<file path="src/rtl/pipe_stage_reg_if.sv">
// pipe_stage_reg_if: valid/ready stage bus with flush and stall-counter sideband
interface pipe_stage_reg_if #(
  parameter int DATA_W = 96,
  parameter int CTRL_W = 12,
  parameter int CNT_W  = 16
);
  logic              in_valid;
  logic              in_ready;
  logic [DATA_W-1:0] in_data;
  logic [CTRL_W-1:0] in_ctrl;
  logic              out_valid;
  logic              out_ready;
  logic [DATA_W-1:0] out_data;
  logic [CTRL_W-1:0] out_ctrl;
  logic              flush;
  logic              cnt_clr;
  logic [CNT_W-1:0]  stall_cnt;
  modport master (
    output in_valid, in_data, in_ctrl, out_ready, flush, cnt_clr,
    input  in_ready, out_valid, out_data, out_ctrl, stall_cnt
  );
  modport slave (
    input  in_valid, in_data, in_ctrl, out_ready, flush, cnt_clr,
    output in_ready, out_valid, out_data, out_ctrl, stall_cnt
  );
endinterface

</file>
<file path="src/rtl/pipe_stage_reg.sv">
// pipe_stage_reg: skid-buffered pipeline register with flush bubbles and a saturating stall counter
module pipe_stage_reg #(
  parameter int DATA_W = 96,
  parameter int CTRL_W = 12,
  parameter int CNT_W  = 16
) (
  input logic             clk,
  input logic             reset,
  pipe_stage_reg_if.slave bus
);
  logic              r_main_valid, r_skid_valid;
  logic [DATA_W-1:0] r_out_data, r_skid_data;
  logic [CTRL_W-1:0] r_out_ctrl, r_skid_ctrl;
  logic [CNT_W-1:0]  r_stall_cnt;
  logic              w_accept, w_consume, w_load_main;
  assign w_accept    = bus.in_valid & ~r_skid_valid;
  assign w_consume   = r_main_valid & bus.out_ready;
  assign w_load_main = ~r_skid_valid & (~r_main_valid | w_consume);
  // in_ready comes straight from the skid flop, so out_ready never reaches it combinationally
  assign bus.in_ready  = ~r_skid_valid;
  assign bus.out_valid = r_main_valid;
  assign bus.out_data  = r_out_data;
  assign bus.out_ctrl  = r_out_ctrl;
  assign bus.stall_cnt = r_stall_cnt;
  always_ff @(posedge clk or posedge reset) begin
    if (reset) begin
      r_main_valid <= 1'b0;
      r_skid_valid <= 1'b0;
      r_out_data   <= '0;
      r_out_ctrl   <= '0;
      r_skid_data  <= '0;
      r_skid_ctrl  <= '0;
    end else if (bus.flush) begin
      r_main_valid <= 1'b0;
      r_skid_valid <= 1'b0;
      r_out_ctrl   <= '0;
      r_skid_ctrl  <= '0;
    end else if (r_skid_valid) begin
      if (w_consume) begin
        r_out_data   <= r_skid_data;
        r_out_ctrl   <= r_skid_ctrl;
        r_skid_valid <= 1'b0;
      end
    end else if (w_load_main) begin
      r_main_valid <= w_accept;
      r_out_ctrl   <= w_accept ? bus.in_ctrl : '0;
      if (w_accept) r_out_data <= bus.in_data;
    end else if (w_accept) begin
      r_skid_valid <= 1'b1;
      r_skid_data  <= bus.in_data;
      r_skid_ctrl  <= bus.in_ctrl;
    end
  end
  always_ff @(posedge clk or posedge reset) begin
    if (reset) r_stall_cnt <= '0;
    else if (bus.cnt_clr) r_stall_cnt <= '0;
    else if (r_main_valid & ~bus.out_ready & ~&r_stall_cnt) r_stall_cnt <= r_stall_cnt + 1'b1;
  end
endmodule

</file>
<file path="src/flat_wrapper.sv">
// flat-port wrapper written by rule: the top's interface ports become plain ports
module pipe_stage_reg_flat 
#(
  parameter int DATA_W = 96,
  parameter int CTRL_W = 12,
  parameter int CNT_W  = 16
)
  (clk, reset, bus_in_valid, bus_in_data, bus_in_ctrl, bus_out_ready, bus_flush, bus_cnt_clr, bus_in_ready, bus_out_valid, bus_out_data, bus_out_ctrl, bus_stall_cnt);
  pipe_stage_reg_if #(.DATA_W(DATA_W), .CTRL_W(CTRL_W), .CNT_W(CNT_W)) bus_i ();
  input logic clk;
  input logic reset;
  input wire logic [$bits(bus_i.in_valid)-1:0] bus_in_valid;
  input wire logic [$bits(bus_i.in_data)-1:0] bus_in_data;
  input wire logic [$bits(bus_i.in_ctrl)-1:0] bus_in_ctrl;
  input wire logic [$bits(bus_i.out_ready)-1:0] bus_out_ready;
  input wire logic [$bits(bus_i.flush)-1:0] bus_flush;
  input wire logic [$bits(bus_i.cnt_clr)-1:0] bus_cnt_clr;
  output wire logic [$bits(bus_i.in_ready)-1:0] bus_in_ready;
  output wire logic [$bits(bus_i.out_valid)-1:0] bus_out_valid;
  output wire logic [$bits(bus_i.out_data)-1:0] bus_out_data;
  output wire logic [$bits(bus_i.out_ctrl)-1:0] bus_out_ctrl;
  output wire logic [$bits(bus_i.stall_cnt)-1:0] bus_stall_cnt;
  assign bus_i.in_valid = bus_in_valid;
  assign bus_i.in_data = bus_in_data;
  assign bus_i.in_ctrl = bus_in_ctrl;
  assign bus_i.out_ready = bus_out_ready;
  assign bus_i.flush = bus_flush;
  assign bus_i.cnt_clr = bus_cnt_clr;
  assign bus_in_ready = bus_i.in_ready;
  assign bus_out_valid = bus_i.out_valid;
  assign bus_out_data = bus_i.out_data;
  assign bus_out_ctrl = bus_i.out_ctrl;
  assign bus_stall_cnt = bus_i.stall_cnt;
  pipe_stage_reg #(.DATA_W(DATA_W), .CTRL_W(CTRL_W), .CNT_W(CNT_W)) u_core (.clk(clk), .reset(reset), .bus(bus_i));
endmodule
</file>
<file path="config.mk">
export PLATFORM = sky130hd
export DESIGN_NAME = pipe_stage_reg_flat
export DESIGN_NICKNAME = d
export VERILOG_FILES = /design/src/rtl/pipe_stage_reg_if.sv /design/src/rtl/pipe_stage_reg.sv /design/src/flat_wrapper.sv
export SDC_FILE = /design/constraint.sdc
export NUM_CORES = 1
export LEC_CHECK = 0
export BUFFER_PORTS_ARGS = -buffer_cell sky130_fd_sc_hd__buf_4
export CAP_MARGIN = 10
export CORE_MARGIN = 4
export CORE_UTILIZATION = 53
export DETAILED_ROUTE_END_ITERATION = 16
export GPL_ROUTABILITY_DRIVEN = 0
export PLACE_DENSITY = 0.87
export RECOVER_POWER = 25
export SLEW_MARGIN = 20
export SYNTH_ARGS = -nofsm -noshare
export SYNTH_HDL_FRONTEND = slang
export SYNTH_SLANG_ARGS = --single-unit
</file>
<file path="constraint.sdc">
create_clock -name clk -period 10.6 [get_ports clk]
set_clock_uncertainty 0.15 [all_clocks]
set_input_delay 2.12 -clock clk [delete_from_list [all_inputs] [get_ports clk]]
set_output_delay 2.12 -clock clk [all_outputs]
set_load 0.005 [all_outputs]
</file>
## Word level (Yosys, flattened, before mapping)

Cells that the tools add are included.

- Output and inout bits: 126
- Input port bits: 114
- Register bits after elaboration: 234

- Bitwise gates (word level): 11
- Muxes and demuxes: 23
- Equal/unequal tests: 4
- Reduce and logical (&&, ||, !) cells: 13
- Add/subtract/negate cells: 1

Operators by type and width:

| kind | count |
|---|---|
| $mux W96 | 4 |
| $mux W12 | 9 |
| $mux W16 | 2 |
| $add A16 B1 Y16 const B | 1 |
| $reduce_and A16 Y1 | 1 |
| $reduce_bool A2 Y1 | 5 |
| $mux W1 | 8 |
| $reduce_and A4 Y1 | 2 |
| $ne A2 B2 Y1 const B | 3 |
| $and A1 B1 Y1 | 5 |
| $not A1 Y1 | 5 |
| $reduce_and A2 Y1 | 2 |
| $ne A3 B3 Y1 const B | 1 |
| $reduce_and A3 Y1 | 1 |
| $reduce_bool A3 Y1 | 1 |
| $logic_not A1 Y1 | 1 |
| $or A1 B1 Y1 | 1 |

## Logic depth before layout (Yosys ltp)

Gate-level depths: netlist (run 1).

- Word-level depth: 6
- Mapped depth: 7
- Gate-level depth less buffers: 5

## Worst setup path before layout (run 1)

OpenSTA, ideal clock, no wires.

- Path kind: input-to-reg
- Start point: input port bus_flush
- End point: register u_core.r_skid_data[0]
- Library setup time: 128 ps
- Path slack: 6950 ps
- Data arrival time: 3373 ps
- Required time: 10322 ps
- Cell stages on the path: 5
- Cell sequence: clkbuf_1 > nor3_2 > buf_2 > buf_4 > mux2_1

- Cells in the longest elaborated chain, start to end: 2

RTL lines:

| element | RTL line | text |
|---|---|---|
| start: declaration | flat_wrapper.sv:16 | `input wire logic [$bits(bus_i.flush)-1:0] bus_flush;` |
| $not A1 Y1 (no line) | n/a |  |
| $reduce_and A4 Y1 (no line) | n/a |  |
| end signal: assignment | pipe_stage_reg.sv:50 | `r_skid_data <= bus.in_data;` |
| end: declaration | pipe_stage_reg.sv:12 | `logic [DATA_W-1:0] r_out_data, r_skid_data;` |

Every way passes these cells.
A chain may end at the register's enable or synchronous reset.

## Worst setup path after layout (run 1)

- Start point: input port bus_in_valid
- End point: register u_core.r_skid_data[23]

- Cells in the longest elaborated chain, start to end: 2

RTL lines:

| element | RTL line | text |
|---|---|---|
| start: declaration | flat_wrapper.sv:12 | `input wire logic [$bits(bus_i.in_valid)-1:0] bus_in_valid;` |
| $and A1 B1 Y1 | pipe_stage_reg.sv:16 | `assign w_accept = bus.in_valid & ~r_skid_valid;` |
| $reduce_and A4 Y1 (no line) | n/a |  |

Every way passes these cells.

==> reports/qor.txt, run 1 <==
Rel. slew slack -> 38.0%
crit-path cells -> clkbuf_1, nand2b_1, nor3_4, buf_4, buf_4, mux2_2
CTS resizes -> 0
nets@finish -> 1144
RSZ-0062 raised after global routing -> false
fin cells -> 1271
Initial Util -> 54.4%
EDFF count, synth -> 0
initial antenna violation count -> 0
die height -> 144 µm
period utilization -> 40.1%
DR WL/cell -> 17.9 µm
WL final -> 22.8 mm
Synth area leader -> dfrtp_1
vias in the first global route -> 7205
router iterations before antenna repair -> 4
HPWL after DPL -> 14.9 mm
ys async rst share -> 100%
Leak -> 5.53 nW
synth cell count leaders -> dfrtp_1 (234), a21oi_1 (112), nor2_1 (101), mux2i_1 (97), mux2_2 (88)
Placed Cells incl. Taps -> 1231
CTS tree -> done
top post-synthesis cells by area -> dfrtp_1 (60%), mux2_2 (10%), mux2i_1 (9.9%)
Tightest Hold Check Type -> flop to flop
Total GRT Usage -> 21.3%
Buffers on Ports -> 239
Slew Viols, Final -> 0
Yosys cell types -> 38
Clock Root Buffer -> clkbuf_16
Cell Rows -> 49
Worst VDD drop -> 0.152 mV
Post-CTS Hold Fix Bufs -> 0
status -> finished clean
# DRC -> 0
number of vias per cell -> 5.55
core area -> 18100 µm²
Setup crit end kind -> flop
crit path max-delay cell type -> buf_4
first-pass GRT wire length -> 36.3 mm
I/O pin total -> 240
Setup crit start kind -> input pin
clock insertion delay at the later pin of the skew report -> 0.50 ns
clock buffer depth -> 3
Post-Synthesis Cells -> 808
CTS Buf Count -> 25
Die Footprint -> 20800 µm²
FF-to-FF setup slack -> 7.13 ns
critical path class -> input pin to flop
largest net degree at the start of global routing -> 161
CP peak stage delay -> 0.76 ns
Hold Violations, Final -> 0
fmax -> 235 MHz
Least-Margin Pin Slew -> 0.931 ns
Post-Syn Nets -> 923
Yosys top cell area share -> 59.5%
number of post-CTS setup repair buffers -> 0
gr ovfl total -> 0
max cap viols -> 0
most common cell in the netlist -> dfrtp_1
sequential share of the synthesized area -> 59.5%
Synth Flop Type -> dfrtp_1
# H-tree levels -> 1
Die Width -> 144 µm
Top cell by count, worst path -> buf_4
area delta synth->final -> 27.6%
diode count -> 0
overall via count from detail_route -> 7050
final-report setup violation count -> 0
flops & latches, synth -> 234
share of cells above drive strength 1 -> 36.4%
synth warn -> 0
CP required -> 10.84 ns
arrival time worst endpoint -> 4.50 ns
clk slew on worst S/H paths -> 0.06 ns
Crit Path Max Fanout -> 63
Routed Antenna Nets -> 0
clk sink count -> 234
min cycle time layout -> 4.26 ns
initial DRC count -> 335
Post-Syn Area -> 9830 µm²
pwr dens -> 196 nW/µm²
synthesized area per cell -> 12.2 µm²
setup TNS -> 0 ns
## worst paths after layout
path                                             from                      end  depth (start not counted)
worst max-delay path                     bus_in_valid   u_core.r_skid_data[23]                          6
worst min-delay path            u_core.r_skid_data[0]    u_core.r_skid_data[0]                          1
worst max register to register    u_core.r_skid_valid   u_core.r_skid_data[23]                          5
worst min register to register  u_core.r_skid_data[0]    u_core.r_skid_data[0]                          1
max in group asynchronous                       reset      u_core.r_skid_valid                          3
min in group asynchronous                       reset  u_core.bus.out_data[35]                          2
## area by class of cell
cell class	instances	area [µm²]
sequential	234	5860
fill	1289	5540
multi-input combinational	517	3740
timing repair buffer	247	1850
clock buffer	36	717
tap	229	287
clock inverter	4	70.1
inverter	4	27.5
## critical path: cells and delay by family
| kind | cells | cell delay (ns) |
|---|---|---|
| mux | 1 | 0.42 |
| simple gates | 2 | 0.40 |
| buf+inv | 3 | 1.42 |
## registers in the layout (all words and copies together) (netlist names)
name                  count
u_core.bus.out_valid      1
u_core.bus.out_ctrl      12
u_core.r_skid_valid       1
u_core.bus.stall_cnt     16
u_core.r_skid_ctrl       12
u_core.r_skid_data       96
u_core.bus.out_data      96
## per-stage QoR
step / worst slack [ns] / util (%) / hold slack, ns / cell area (µm²) / total power [mW]
after floorplan: 1.91 / - / 0.308 / 9830 / 1.40
after global placement: 5.89 / 65.0 / 0.316 / 11800 / 1.61
after detailed placement: 5.74 / 65.0 / 0.321 / 11800 / 1.64
after CTS: 6.26 / 69.3 / 0.333 / 12500 / 2.49
after global routing: 6.16 / 69.4 / 0.355 / 12500 / 2.59
final: 6.34 / 69.4 / 0.335 / 12500 / 2.46
## placed cells by master (no fill, tap or decap), drive strengths merged, types with 3 or more instances in the layout
cell type  instances
mux2i             97
mux2              96
o21ai             22
nor2             101
inv                3
or4                5
clkbuf            38
or3                9
a22o              12
dfrtp            234
nand3              3
o31ai              5
nand2             21
clkinv             3
a22oi             12
nand4              6
a211oi             3
and3               3
buf              245
a21oi            112
## cells by family after synthesis
family / synth area share (%)
adders and majority gates: 0.127
muxes: 20.9
xor gates and xnor gates: 0.0891
DFF: 59.5
AOI/OAI and AO/OA: 9.64
buffers and inverters: 2.76
and+or+nand+nor: 6.97
## report_power, final
part           switching, mW  internal (mW)
Clock                  0.328          0.512
Combinational          0.182          0.256
Sequential             0.107           1.08
Total                  0.617           1.84
## layer usage
layer	track usage (%)	wire length, µm	vias up
met5	0	0	-
met3	5.52	1890	53
li1	-	-	3302
met4	7.31	776	0
met1	27.5	8910	3447
met2	35.2	11200	248
Note: power is estimated with default switching activity, not from simulation.
==> run 2: changes to the inputs <==
--- a/config.mk
+++ b/config.mk
@@ -5,13 +5,14 @@
 export SDC_FILE = /design/constraint.sdc
 export NUM_CORES = 1
 export LEC_CHECK = 0
+export ABC_AREA = 1
 export BUFFER_PORTS_ARGS = -buffer_cell sky130_fd_sc_hd__buf_4
 export CAP_MARGIN = 10
 export CORE_MARGIN = 4
-export CORE_UTILIZATION = 53
+export CORE_UTILIZATION = 54
 export DETAILED_ROUTE_END_ITERATION = 16
 export GPL_ROUTABILITY_DRIVEN = 0
-export PLACE_DENSITY = 0.87
+export PLACE_DENSITY = 0.88
 export RECOVER_POWER = 25
 export SLEW_MARGIN = 20
 export SYNTH_ARGS = -nofsm -noshare
==> constraint.sdc (replaced) <==
create_clock -name clk -period 4.1 [get_ports clk]
set_clock_uncertainty 0.15 [all_clocks]
set_input_delay 0.82 -clock clk [delete_from_list [all_inputs] [get_ports clk]]
set_output_delay 0.82 -clock clk [all_outputs]
set_load 0.005 [all_outputs]
==> reports/qor.txt, run 2 <==
flops & latches, synth -> 234
diode count -> 0
CP required -> 4.37 ns
register area -> 5860 µm²
synthesized area per cell -> 8.13 µm²
violations in the final reports -> capacitance limit, slew limit
Critical R2R Capture -> u_core.bus.out_ctrl[7]
Rel. slew slack -> -20.3%
Least-Margin Pin Slew -> 1.80 ns
fillers -> 1541
CTS Buf Count -> 25
HPWL after DPL -> 16.9 mm
design area -> 13200 µm²
sequential share of power -> 48.8%
Leak -> 6.68 nW
top post-synthesis cells by area -> dfrtp_1 (55%), nand2_1 (12%), o21ai_0 (9.9%)
clock insertion delay at the later pin of the skew report -> 0.50 ns
Die Width -> 148 µm
initial antenna violation count -> 0
leading cell type in the layout, fill and taps excluded -> nand2_1
die height -> 148 µm
Switch Pwr -> 1.66 mW
mux cell area share after synthesis -> 0%
DR WL/cell -> 14.3 µm
pwr dens -> 468 nW/µm²
Register-to-Register Path Depth -> 5
# DRC -> 0
clk sink count -> 234
Cell Rows -> 51
Post-CTS Hold Fix Bufs -> 0
commonest non-fill, non-tap cells in the layout -> nand2_1 (342), buf_4 (240), dfrtp_1 (233), inv_1 (220), o21ai_0 (210)
gr ovfl total -> 0
Synth area leader -> dfrtp_1
sequential share of the synthesized area -> 55.0%
clk slew on worst S/H paths -> 0.06 ns
Gate power share -> 16.9%
overall via count from detail_route -> 9127
Yosys cell types -> 29
Hold Violations, Final -> 0
internal power -> 4.52 mW
synthesized-area fraction occupied by adder cells -> 0.118%
router iterations before antenna repair -> 5
most common cell in the netlist -> nand2_1
min cycle time layout -> 3.04 ns
area of placed instances -> 12500 µm²
Post-Syn Nets -> 1425
FF-to-FF setup slack -> 1.06 ns
setup TNS -> 0 ns
Worst VDD drop -> 0.262 mV
hold path depth -> 2
Yosys top cell area share -> 55.0%
critical path class -> flop to flop
period utilization -> 74.1%
status -> complete, but fails checks
# H-tree levels -> 1
first-pass GRT wire length -> 43.0 mm
Initial Util -> 54.9%
area delta synth->final -> 24.1%
Post-Synth Simple-Gate Area -> 16.1%
Sw Share -> 26.8%
arrival time worst endpoint -> 3.30 ns
I/O pin total -> 240
CTS tree -> done
nets@finish -> 1624
initial DRC count -> 795
post-synthesis compound-gate area fraction -> 16.1%
share of cells above drive strength 1 -> 19.3%
largest net degree at the start of global routing -> 193
Tightest Hold Check Type -> flop to flop
Setup crit end kind -> flop
WL final -> 25.6 mm
Crit Path Max Fanout -> 119
Post-Synthesis Cells -> 1310
largest family of logic cells by synthesized area -> simple AND/OR/NAND/NOR gates
Slew Viols, Final -> 136
synth warn -> 0
RSZ-0062 raised after global routing -> false
Buffers on Ports -> 239
Clk network pwr share -> 34.3%
Post-Syn Area -> 10600 µm²
core area -> 19400 µm²
Synth Flop Type -> dfrtp_1
RR Startpoint -> u_core.r_skid_valid
Total GRT Usage -> 23.2%
fmax -> 329 MHz
vias in the first global route -> 8972
number of post-CTS setup repair buffers -> 0
final-report setup violation count -> 0
XOR/XNOR share of the synthesized area -> 0.740%
hold worst-path end -> u_core.r_skid_data[40]
hold path startpoint -> u_core.r_skid_data[40]
Routed Antenna Nets -> 0
ys async rst share -> 100%
clock buffer depth -> 3
Clock Root Buffer -> clkbuf_16
Multi-input gate area -> 3530 µm²
Setup crit start kind -> flop
EDFF count, synth -> 0
CTS resizes -> 0
max cap viols -> 1
synth cell count leaders -> nand2_1 (342), dfrtp_1 (234), inv_1 (221), o21ai_0 (210), o21ai_1 (101)
Die Footprint -> 22000 µm²
number of vias per cell -> 5.10
post-layout util -> 68.1%
## run 2: cell types whose count changed after synthesis, sizes merged, moves of 6 or more
cell,delta
a22o,-12
o21ai,+289
xor2,+6
buf,+17
a22oi,-12
nor2,-54
mux2i,-97
inv,+219
mux2,-96
nand3,+30
a21oi,-86
or3,-9
nand2,+323
## run 2: worst max-delay path, stage by stage, from the launching register on
cell     delay [ns]
dfrtp_4        0.90
buf_4          0.87
nand3_1        0.22
nand2_2        0.41
nor2_1         0.11
a21oi_1        0.16
## run 2: final cells by class
cell class              instances  area share, %
inverters                     224           6.38
repair buffers                245           14.2
well taps                     265           2.51
flip-flops and latches        234           44.4
multi-input cells             779           26.7
clock buffers                  38           5.71
clock inverters                 3          0.114
## run 2: layer usage
layer	share of wire (%)	wire length, µm	GRT usage [%]	vias to the layer above
li1	-	-	-	4467
met1	41	10500	31.1	4277
met2	49	12600	39.2	321
met3	6.8	1750	3.75	62
met4	2.9	752	7.39	0
met5	0	0	0	-
## run 2: metrics by stage
| stage | hold WS [ns] | power [mW] | setup WS, ns | std cells |
|---|---|---|---|---|
| global route | 0.361 | 6.53 | 0.819 | 1788 |
| detailed placement | 0.324 | 4.09 | 1.16 | 1747 |
| floorplan | 0.303 | 3.53 | 0.0661 | 1310 |
| finish | 0.333 | 6.18 | 1.06 | 1788 |
| global placement | 0.315 | 4.02 | 1.30 | 1747 |
| CTS | 0.338 | 6.24 | 1.14 | 1788 |
## run 2: worst max path at each step
stage	slack, ns	end	startpoint	cells after the start
finish	1.06	u_core.bus.out_ctrl[7]	u_core.r_skid_valid	5
global route	0.82	u_core.bus.out_ctrl[0]	u_core.r_skid_valid	5
CTS	1.14	u_core.bus.out_ctrl[7]	u_core.r_skid_valid	5
detailed placement	1.16	u_core.bus.out_ctrl[0]	u_core.r_skid_valid	5
global placement	1.30	u_core.bus.out_ctrl[7]	u_core.r_skid_valid	5
floorplan	0.07	u_core.bus.out_ctrl[0]	reset	1
## run 2: power groups by stage
stage,Sequential (mW),Combinational [mW],Clock [mW]
2_1_floorplan,2.99,0.535,0
3_3_place_gp,3.03,0.995,0
3_5_place_dp,3.04,1.05,0
4_1_cts,3.01,1.06,2.16
5_1_grt,3.07,1.19,2.27
6_report,3.02,1.04,2.12
## run 2: logic make-up after synthesis
logic type / after synthesis
buffers and inverters: 297
DFF: 234
adders and majority gates: 1
and+or+nand+nor: 430
AOI/OAI and AO/OA: 339
xor gates and xnor gates: 9
==> run 3: changes to the inputs <==
--- a/config.mk
+++ b/config.mk
@@ -5,14 +5,14 @@
 export SDC_FILE = /design/constraint.sdc
 export NUM_CORES = 1
 export LEC_CHECK = 0
-export ABC_AREA = 1
+export ABC_AREA = 0
 export BUFFER_PORTS_ARGS = -buffer_cell sky130_fd_sc_hd__buf_4
 export CAP_MARGIN = 10
 export CORE_MARGIN = 4
-export CORE_UTILIZATION = 54
+export CORE_UTILIZATION = 53
 export DETAILED_ROUTE_END_ITERATION = 16
 export GPL_ROUTABILITY_DRIVEN = 0
-export PLACE_DENSITY = 0.88
+export PLACE_DENSITY = 0.87
 export RECOVER_POWER = 25
 export SLEW_MARGIN = 20
 export SYNTH_ARGS = -nofsm -noshare
==> constraint.sdc (replaced) <==
create_clock -name clk -period 3.11 [get_ports clk]
set_clock_uncertainty 0.15 [all_clocks]
set_input_delay 0.622 -clock clk [delete_from_list [all_inputs] [get_ports clk]]
set_output_delay 0.622 -clock clk [all_outputs]
set_load 0.005 [all_outputs]
==> reports/qor.txt, run 3 (same netlist as run 1, synthesis figures left out) <==
status -> finished clean
CTS Buf Count -> 25
initial DRC count -> 264
diode count -> 0
initial antenna violation count -> 0
die height -> 144 µm
Gate power share -> 17.6%
nets@finish -> 1150
clk slew on worst S/H paths -> 0.06 ns
crit-path cells -> dlygate4sd3_1, clkbuf_4, clkinvlp_2, clkbuf_4
# DRC -> 0
Die Footprint -> 20800 µm²
final-report setup violation count -> 0
DR WL/cell -> 17.9 µm
CP top delay family -> buffers and inverters
sequential share of power -> 46.2%
internal power -> 6.53 mW
pwr dens -> 681 nW/µm²
Worst VDD drop -> 0.481 mV
Leak -> 5.62 nW
share of cells above drive strength 1 -> 37.2%
first-pass GRT wire length -> 36.6 mm
Buffers on Ports -> 239
Register-to-Register Path Depth -> 7
Clock Root Buffer -> clkbuf_16
number of vias per cell -> 5.55
gr ovfl total -> 0
Total GRT Usage -> 21.5%
Setup crit end kind -> asynchronous set/reset pin
CP peak stage delay -> 1.06 ns
period utilization -> 81.3%
Initial Util -> 54.4%
clock buffer depth -> 3
WP buf/inv -> 4
Clk network pwr share -> 36.2%
Least-Margin Pin Slew -> 1.34 ns
area delta synth->final -> 29.5%
Crit Path Max Fanout -> 100
max cap viols -> 0
number of post-CTS setup repair buffers -> 0
Routed Antenna Nets -> 0
overall via count from detail_route -> 7100
area of placed instances -> 11900 µm²
critical path class -> input pin to asynchronous set/reset pin
leading cell type in the layout, fill and taps excluded -> buf_4
commonest non-fill, non-tap cells in the layout -> buf_4 (244), dfrtp_1 (233), a21oi_1 (112), nor2_1 (101), mux2i_1 (97)
I/O pin total -> 240
# H-tree levels -> 1
fmax -> 395 MHz
RSZ-0062 raised after global routing -> false
Top cell by count, worst path -> clkbuf_4
CTS tree -> done
Cell Rows -> 49
clock insertion delay at the later pin of the skew report -> 0.50 ns
clk sink count -> 234
min cycle time layout -> 2.53 ns
HPWL after DPL -> 14.9 mm
arrival time worst endpoint -> 2.77 ns
Sw Share -> 24.7%
hold path depth -> 2
post-layout util -> 70.4%
CP required -> 3.36 ns
design area -> 12700 µm²
Die Width -> 144 µm
largest net degree at the start of global routing -> 101
vias in the first global route -> 7333
WP depth -> 4
router iterations before antenna repair -> 5
Hold Violations, Final -> 0
CTS resizes -> 0
Tightest Hold Check Type -> input pin to flop
Switch Pwr -> 2.14 mW
core area -> 18100 µm²
Post-CTS Hold Fix Bufs -> 1
Slew Viols, Final -> 0
crit path max-delay cell type -> clkbuf_4
Pwr Total -> 8.67 mW
fillers -> 1253
Setup crit start kind -> input pin
Rel. slew slack -> 10.7%
WL final -> 22.9 mm
[run 3: cell count changes in the layout (fill, tap and decap cells not counted), sizes merged, moves of 30 or more]
cell,previous run,this run
a21oi,26,112
inv,222,4
mux2,0,96
mux2i,0,97
nand2,344,21
nand3,33,3
nor2,47,101
o21ai,311,22
[run 3: power groups by stage]
stage / clock network [mW] / registers [mW] / logic (mW)
global placement: 0 / 4.02 / 1.48
finish: 3.14 / 4.01 / 1.53
floorplan: 0 / 4.00 / 0.788
detailed placement: 0 / 4.05 / 1.54
CTS: 3.21 / 4.01 / 1.56
global route: 3.34 / 4.08 / 1.69
[run 3: stage by stage]
| stage | TNS [ns] | hold slack [ns] | instances | worst slack, ns |
|---|---|---|---|---|
| global route | 0 | 0.168 | 1279 | 0.257 |
| finish | 0 | 0.191 | 1279 | 0.580 |
| global placement | 0 | 0.315 | 1236 | 0.724 |
| detailed placement | 0 | 0.322 | 1236 | 0.624 |
| floorplan | -169.86 | 0.308 | 808 | -0.726 |
| CTS | 0 | 0.165 | 1279 | 0.613 |
[run 3: worst paths after layout]
path                                            start                      end  slack [ns]
max in group clk                  u_core.r_skid_valid  u_core.bus.out_data[39]        0.73
min in group asynchronous                       reset  u_core.bus.out_data[90]        0.54
worst max register to register    u_core.r_skid_valid  u_core.bus.out_data[39]        0.73
worst min-delay path                    bus_out_ready      u_core.r_skid_valid        0.19
worst max-delay path                            reset   u_core.r_skid_data[40]        0.58
worst min register to register  u_core.r_skid_data[0]    u_core.r_skid_data[0]        0.34
[run 3: layer usage]
| layer | wire length [µm] | GRT usage, % | vias to the layer above |
|---|---|---|---|
| li1 | - | - | 3330 |
| met1 | 9050 | 27.0 | 3496 |
| met2 | 11500 | 37.1 | 230 |
| met3 | 1800 | 5.69 | 44 |
| met4 | 605 | 6.33 | 0 |
| met5 | 0 | 0 | - |
[run 3: cell type report]
type	count	area, µm²	area share (%)
Clock inverter	7	139	1.09
Timing Repair Buffer	253	1960	15.4
Multi-Input combinational cell	517	3730	29.3
Tap cell	229	287	2.25
Inverter	4	16.3	0.128
Clock buffer	35	743	5.83
Sequential cell	234	5860	46.0
[run 3: worst register-to-register path: cells and delay by family (launching register included)]
family | cells | cell delay, ns
compound gates | 2 | 0.37
buf+inv | 3 | 0.95
simple gates | 2 | 0.39
flops | 1 | 0.44
